### src/rtl/fifo_pkg.sv
// Shared types and sizing for the 8-entry FIFO and its support logic.
package fifo_pkg;
    localparam int PTR_W       = 3;
    localparam int DEPTH       = 1 << PTR_W;
    localparam int INIT_CYCLES = 4;

    typedef logic [PTR_W-1:0] ptr_t;
    typedef logic [DEPTH-1:0] sel_t;

    typedef enum logic {
        INIT_HOLD = 1'b0,
        INIT_DONE = 1'b1
    } init_state_t;
endpackage

### src/rtl/ptr_decode_init_if.sv
// Pointer-in / select-out bundle between the FIFO control and ptr_decode_init.
interface ptr_decode_init_if #(
    parameter int WIDTH = 3
);
    localparam int DEPTH = 1 << WIDTH;

    logic [WIDTH-1:0] wrptr;
    logic [WIDTH-1:0] rdptr;
    logic [DEPTH-1:0] wrctrl;
    logic [DEPTH-1:0] rdctrl;
    logic             init_rst;
    logic             init_done;

    modport master (
        output wrptr, rdptr,
        input  wrctrl, rdctrl, init_rst, init_done
    );

    modport slave (
        input  wrptr, rdptr,
        output wrctrl, rdctrl, init_rst, init_done
    );
endinterface

### src/rtl/ptr_decode_init_onehot_decoder.sv
// Combinational binary-to-one-hot decoder; every defined input yields exactly one set bit.
module onehot_decoder #(
    parameter int WIDTH = 3
) (
    output logic [(1<<WIDTH)-1:0] out,
    input  logic [WIDTH-1:0]      in
);
    generate
        for (genvar gi = 0; gi < (1 << WIDTH); gi++) begin : g_bit
            assign out[gi] = (in == WIDTH'(gi));
        end
    endgenerate
endmodule

### src/rtl/ptr_decode_init.sv
// FIFO register-select decoders plus a reset stretcher that releases init_rst
// a fixed number of clock edges after the asynchronous reset falls.
module ptr_decode_init
    import fifo_pkg::*;
#(
    parameter int WIDTH        = PTR_W,
    parameter int RESET_CYCLES = INIT_CYCLES
) (
    input  logic               clock,
    input  logic               reset,
    ptr_decode_init_if.slave   bus
);
    localparam int CNT_W = $clog2(RESET_CYCLES + 1);
    localparam logic [CNT_W-1:0] CNT_LAST = CNT_W'(RESET_CYCLES - 1);

    onehot_decoder #(.WIDTH(WIDTH)) u_wr_dec (
        .out (bus.wrctrl),
        .in  (bus.wrptr)
    );

    onehot_decoder #(.WIDTH(WIDTH)) u_rd_dec (
        .out (bus.rdctrl),
        .in  (bus.rdptr)
    );

    init_state_t      state_reg;
    logic [CNT_W-1:0] cnt_reg;
    logic             init_rst_reg;
    logic             init_done_reg;

    // Assertion is asynchronous; release happens on the RESET_CYCLES-th edge.
    always_ff @(posedge clock or posedge reset) begin
        if (reset) begin
            state_reg     <= INIT_HOLD;
            cnt_reg       <= '0;
            init_rst_reg  <= 1'b1;
            init_done_reg <= 1'b0;
        end else begin
            case (state_reg)
                INIT_HOLD: begin
                    cnt_reg <= cnt_reg + 1'b1;
                    if (cnt_reg == CNT_LAST) begin
                        state_reg     <= INIT_DONE;
                        init_rst_reg  <= 1'b0;
                        init_done_reg <= 1'b1;
                    end
                end
                INIT_DONE: begin
                    state_reg <= INIT_DONE;
                end
                default: begin
                    state_reg <= INIT_HOLD;
                end
            endcase
        end
    end

    assign bus.init_rst  = init_rst_reg;
    assign bus.init_done = init_done_reg;
endmodule

### src/flat_wrapper.sv
// flat-port wrapper written by rule: the top's interface ports become plain ports
module ptr_decode_init_flat import fifo_pkg::*;
#(
    parameter int WIDTH        = PTR_W,
    parameter int RESET_CYCLES = INIT_CYCLES
)
  (clock, reset, bus_wrptr, bus_rdptr, bus_wrctrl, bus_rdctrl, bus_init_rst, bus_init_done);
  ptr_decode_init_if #(.WIDTH(WIDTH)) bus_i ();
  input  logic clock;
  input  logic reset;
  input wire logic [$bits(bus_i.wrptr)-1:0] bus_wrptr;
  input wire logic [$bits(bus_i.rdptr)-1:0] bus_rdptr;
  output wire logic [$bits(bus_i.wrctrl)-1:0] bus_wrctrl;
  output wire logic [$bits(bus_i.rdctrl)-1:0] bus_rdctrl;
  output wire logic [$bits(bus_i.init_rst)-1:0] bus_init_rst;
  output wire logic [$bits(bus_i.init_done)-1:0] bus_init_done;
  assign bus_i.wrptr = bus_wrptr;
  assign bus_i.rdptr = bus_rdptr;
  assign bus_wrctrl = bus_i.wrctrl;
  assign bus_rdctrl = bus_i.rdctrl;
  assign bus_init_rst = bus_i.init_rst;
  assign bus_init_done = bus_i.init_done;
  ptr_decode_init #(.WIDTH(WIDTH), .RESET_CYCLES(RESET_CYCLES)) u_core (.clock(clock), .reset(reset), .bus(bus_i));
endmodule
### config.mk
export PLATFORM = sky130hd
export DESIGN_NAME = ptr_decode_init_flat
export DESIGN_NICKNAME = d
export VERILOG_FILES = /design/src/rtl/fifo_pkg.sv /design/src/rtl/ptr_decode_init_if.sv /design/src/rtl/ptr_decode_init_onehot_decoder.sv /design/src/rtl/ptr_decode_init.sv /design/src/flat_wrapper.sv
export SDC_FILE = /design/constraint.sdc
export NUM_CORES = 1
export LEC_CHECK = 0
export ABC_AREA = 1
export BUFFER_PORTS_ARGS = -buffer_cell sky130_fd_sc_hd__buf_4
export CAP_MARGIN = 20
export CORE_AREA = 5 5 42 44
export DETAILED_ROUTE_END_ITERATION = 8
export DIE_AREA = 0 0 47 49
export GPL_TIMING_DRIVEN = 1
export PLACE_DENSITY = 0.68
export SYNTH_ARGS = -nofsm -noshare
export SYNTH_HDL_FRONTEND = slang
export SYNTH_SLANG_ARGS = --single-unit
### constraint.sdc
create_clock -name clock -period 1.9 [get_ports clock]
set_clock_uncertainty 0.15 [all_clocks]
set_input_delay 0 -clock clock [delete_from_list [all_inputs] [get_ports clock]]
set_output_delay 0 -clock clock [all_outputs]
set_load 0.005 [all_outputs]
# [Yosys cells after proc, flatten, opt, wreduce, memory -nomap -nowiden]
# Index checks and enable logic that the tools add are counted.
[classes] n_addsub=1 n_eq_ne=15 mux=2 bitwise_logic=1 n_reduce_logical=3
[op_table] op="$eq 3x3->1 const B" count=8
[op_table] op="$eq 3x2->1 const B" count=5
[op_table] op="$eq 3x1->1 const B" count=2
[op_table] op="$logic_not 3->1" count=2
[op_table] op="$add 3x1->3 const B" count=1
[op_table] op="$pmux 1 s2" count=1
[op_table] op="$reduce_and 2->1" count=1
[op_table] op="$mux 1" count=1
[op_table] op="$not 1->1" count=1
[totals] regBits=6 in_bits=8

# [Depth between registers and ports, before layout]
[depth] word_depth=3 mapped_depth=4

# [By module]
# Synthesis repeated with hierarchy kept, for this count alone.
[hier_totals] hier_cells=55 hier_area_um2=362.8
[by_module_without_submodules] module="ptr_decode_init" instances=1 cells_per_inst=25 area_each_um2=250.2 seq_area_each_um2=151.4
[by_module_without_submodules] module="onehot_decoder" instances=2 cells_per_inst=15 area_each_um2=56.3 seq_area_each_um2=0.0

# [Worst setup path after synthesis]
# OpenSTA, ideal clock, no wires.
[synth_path] path_kind="register to register" from="reg u_core.cnt_reg[0]" to="reg u_core.state_reg" setup_ns=0.124 t_arrival_ns=0.962 t_required_ns=1.626 slack_ns=0.663 path_stages_with_launch=4 cell_sequence="dfrtp_1 ha_1 ha_1 or2_1"
[synth_via] elab_chain_len=3
[synth_lines] item="start, declared" line_no="ptr_decode_init.sv:27" rtl="logic [CNT_W-1:0] cnt_reg;"
[synth_lines] item="start signal, assigned" line_no="ptr_decode_init.sv:41" rtl="cnt_reg <= cnt_reg + 1'b1;"
[synth_lines] item="$eq 3x2->1" line_no="ptr_decode_init.sv:42" rtl="if (cnt_reg == CNT_LAST) begin"
[synth_lines] item="$mux 1" line_no="ptr_decode_init.sv:42"
[synth_lines] item="$pmux 1 s2" line_no="ptr_decode_init.sv:39" rtl="case (state_reg)"
[synth_lines] item="end signal, assigned" line_no="ptr_decode_init.sv:43" rtl="state_reg <= INIT_DONE;"
[synth_lines] item="end signal, assigned" line_no="ptr_decode_init.sv:49" rtl="state_reg <= INIT_DONE;"
[synth_lines] item="end signal, assigned" line_no="ptr_decode_init.sv:52" rtl="state_reg <= INIT_HOLD;"
[synth_lines] item="end, declared" line_no="ptr_decode_init.sv:26" rtl="init_state_t state_reg;"
# Every way passes these cells.
# A chain may end at the register's enable or synchronous reset.

# [Worst setup path after layout]
# Ends and elaborated chain as after synthesis.

==> results.toml <==
[run_status]
status = "completed"

[critical_path]
end_kind = "flip-flop"
crit_path_max_fanout = 3
crit_required_ps = 1870
cp.arrival_ps = 1250
r2r_slack_ps = 620
reg2reg_to = "u_core.state_reg"
critPathLaunchType = "flip-flop"
crit_type = "reg2reg"
rr_worst_depth = 3
reg2reg_from = "u_core.cnt_reg[0]"

[sta]
fmax_mhz = 783.2
fin_tns_setup_ps = 0
slew_headroom = 0.8496
finalHoldViolCount = 0
min_period_over_period = 0.6720
maxSlewViolCount = 0
worst_pin_slew_ps = 225.3
rsz0062_at_grt = "false"
min_period_ps = 1277
setup_viol = 0

[yosys]
synth_top_area_share = 0.3425
yosys_warnings = 0
ys_types = 10
syn-num-nets = 66
synth_commonest_cells = "nand2_1, nor2_1, inv_1, dfrtp_1, inv_2"
synth_seq_area_share = 0.4144
synth_cells = 56
synthTopCellsByArea = "dfrtp_1, nand2_1, nor2_1"
synthFlopType = "dfrtp_1"
syn_area_per_cell_um2 = 6.524
netlist_area_um2 = 365.4
async_flop_share = 1.000
yosysMostFrequentCell = "nand2_1"
synth_edf_count = 0
synth_top_cell_by_area = "dfrtp_1"
synth-seq-cells = 6

[power]
p_sw_frac = 0.2329
power.internal_w = 0.0002393
finalPower_w = 0.0003120
p_sw_w = 0.00007267
powerDensity_nw_per_um2 = 512.0
power_frac_clock = 0.401
p_leak_nw = 0.3783
max-vdd-ir-drop_uv = 288.5
seqPwrFrac = 0.411
pwr-share-comb = 0.188

[place]
gp_congestion = 0.7620
port_buffers = 25
placed_area_um2 = 573.1
dp_hpwl_um = 797.2
dp_cells = 97

[clock_tree]
clkTransAtPathRegs_ps = 50
clock_latency_ps = 240
cts_repair_resize_count = 0
cts_buffers = 3
root_buffer = "clkbuf_4"
cts.sinks = 6
cts_tree = "yes"
htree_levels = 1
clock_path_buffers = 2

[layout]
diodes = 0
fin_cells = 102
final_layout_size_suffix_gt1_frac = 0.3837
largest_register_ffs = 3
fill_cells = 165
area_growth_syn_to_layout_pct = 66.78
nets = 97
fin_area_um2 = 609.3

[run]
drv_cap = 0

[detailed_routing]
drtAntennaViolNets = 0
drcViolationCount = 0
totalWireLength_um = 916
first_iter_violations = 2
first_pass_iters = 4
via_per_inst = 4.167
vias = 425
wl_per_cell_um = 8.980

[global_routing]
grt_start_max_net_pins = 7
antenna_found_initial = 0
grt_overflow = 0
grt.total_usage = 0.09001
grt_pass1_wl_um = 1490
grt_pass1_vias = 393

[floorplan]
coreArea_um2 = 1401
die_h_um = 49
die_x_um = 47
start_util = 0.2607
dieArea_um2 = 2303
io_pins = 26
rows = 14

[worst_hold_path]
hold_path.class = "in2async"
-- critical path, cell delays in order (launching register included) --
cell and delay [ps]:
dfrtp_1 390, ha_1 200, ha_1 210, or2_1 210
-- placed cells by master, fill, tap and decap left out --
cell type      netlist  final
buf_4                0     25
nor2_1              16     16
dfrtp_1              5      5
or2_1                1      1
ha_1                 2      2
clkbuf_1             0      1
clkbuf_4             0      3
inv_2                3      3
nand2_1             17     17
inv_1                9      9
a21oi_2              1      1
dfstp_2              1      1
o21ai_0              1      1
dlygate4sd3_1        0      1
-- worst max path at each step --
stage,start,endpoint,slack (ps)
floorplan,u_core.cnt_reg[0],u_core.state_reg,660
global placement,u_core.cnt_reg[0],u_core.state_reg,650
detailed placement,u_core.cnt_reg[0],u_core.state_reg,630
CTS,u_core.cnt_reg[0],u_core.state_reg,620
global route,u_core.cnt_reg[0],u_core.cnt_reg[2],540
finish,u_core.cnt_reg[0],u_core.state_reg,620
-- power groups by stage --
stage | Combinational (W) | Clock [W] | Sequential, W
global placement | 0.0000568 | 0 | 0.000130
finish | 0.0000586 | 0.000125 | 0.000128
CTS | 0.0000594 | 0.000132 | 0.000128
floorplan | 0.0000199 | 0 | 0.000130
detailed placement | 0.0000578 | 0 | 0.000130
global route | 0.0000660 | 0.000142 | 0.000128
-- cells by family after synthesis --
logic type | share of synthesized area
compound gates | 0.03766
fa+ha+maj | 0.06848
buf+inv | 0.1233
flops | 0.4144
simple gates | 0.3562
-- layout make-up --
class / count / area, µm² / area share
Tap cell: 16 / 20.02 / 0.03285
Inverter: 12 / 45.04 / 0.07392
Clock buffer: 4 / 26.28 / 0.04312
Sequential cell: 6 / 151.4 / 0.2485
Timing Repair Buffer: 26 / 197.7 / 0.3244
Multi-Input combinational cell: 38 / 168.9 / 0.2772
-- repair_timing --
item | 4_1_cts | 5_1_grt
hold endpoints to repair | 6 | 0
hold buffers | 1 | 0
setup buffers | 0 | 0
-- stage by stage --
stage	hold WS, ps	utilization	setup slack (ps)
final	88.39	0.4348	623.2
after global routing	124.0	0.4348	538.7
after CTS	70.16	0.4348	617.3
after detailed placement	-215.7	0.4089	632.9
after global placement	-219.3	0.4089	646.3
after floorplan	-359.8	-	663.3
-- routing by layer --
layer | vias up | part of all wire | track usage
li1 | 222 | - | -
met1 | 175 | 0.31 | 0.08969
met2 | 26 | 0.46 | 0.1471
met3 | 2 | 0.21 | 0.03690
met4 | 0 | 0.011 | 0.05530
met5 | - | 0 | 0
(Power assumes the default switching activity.)
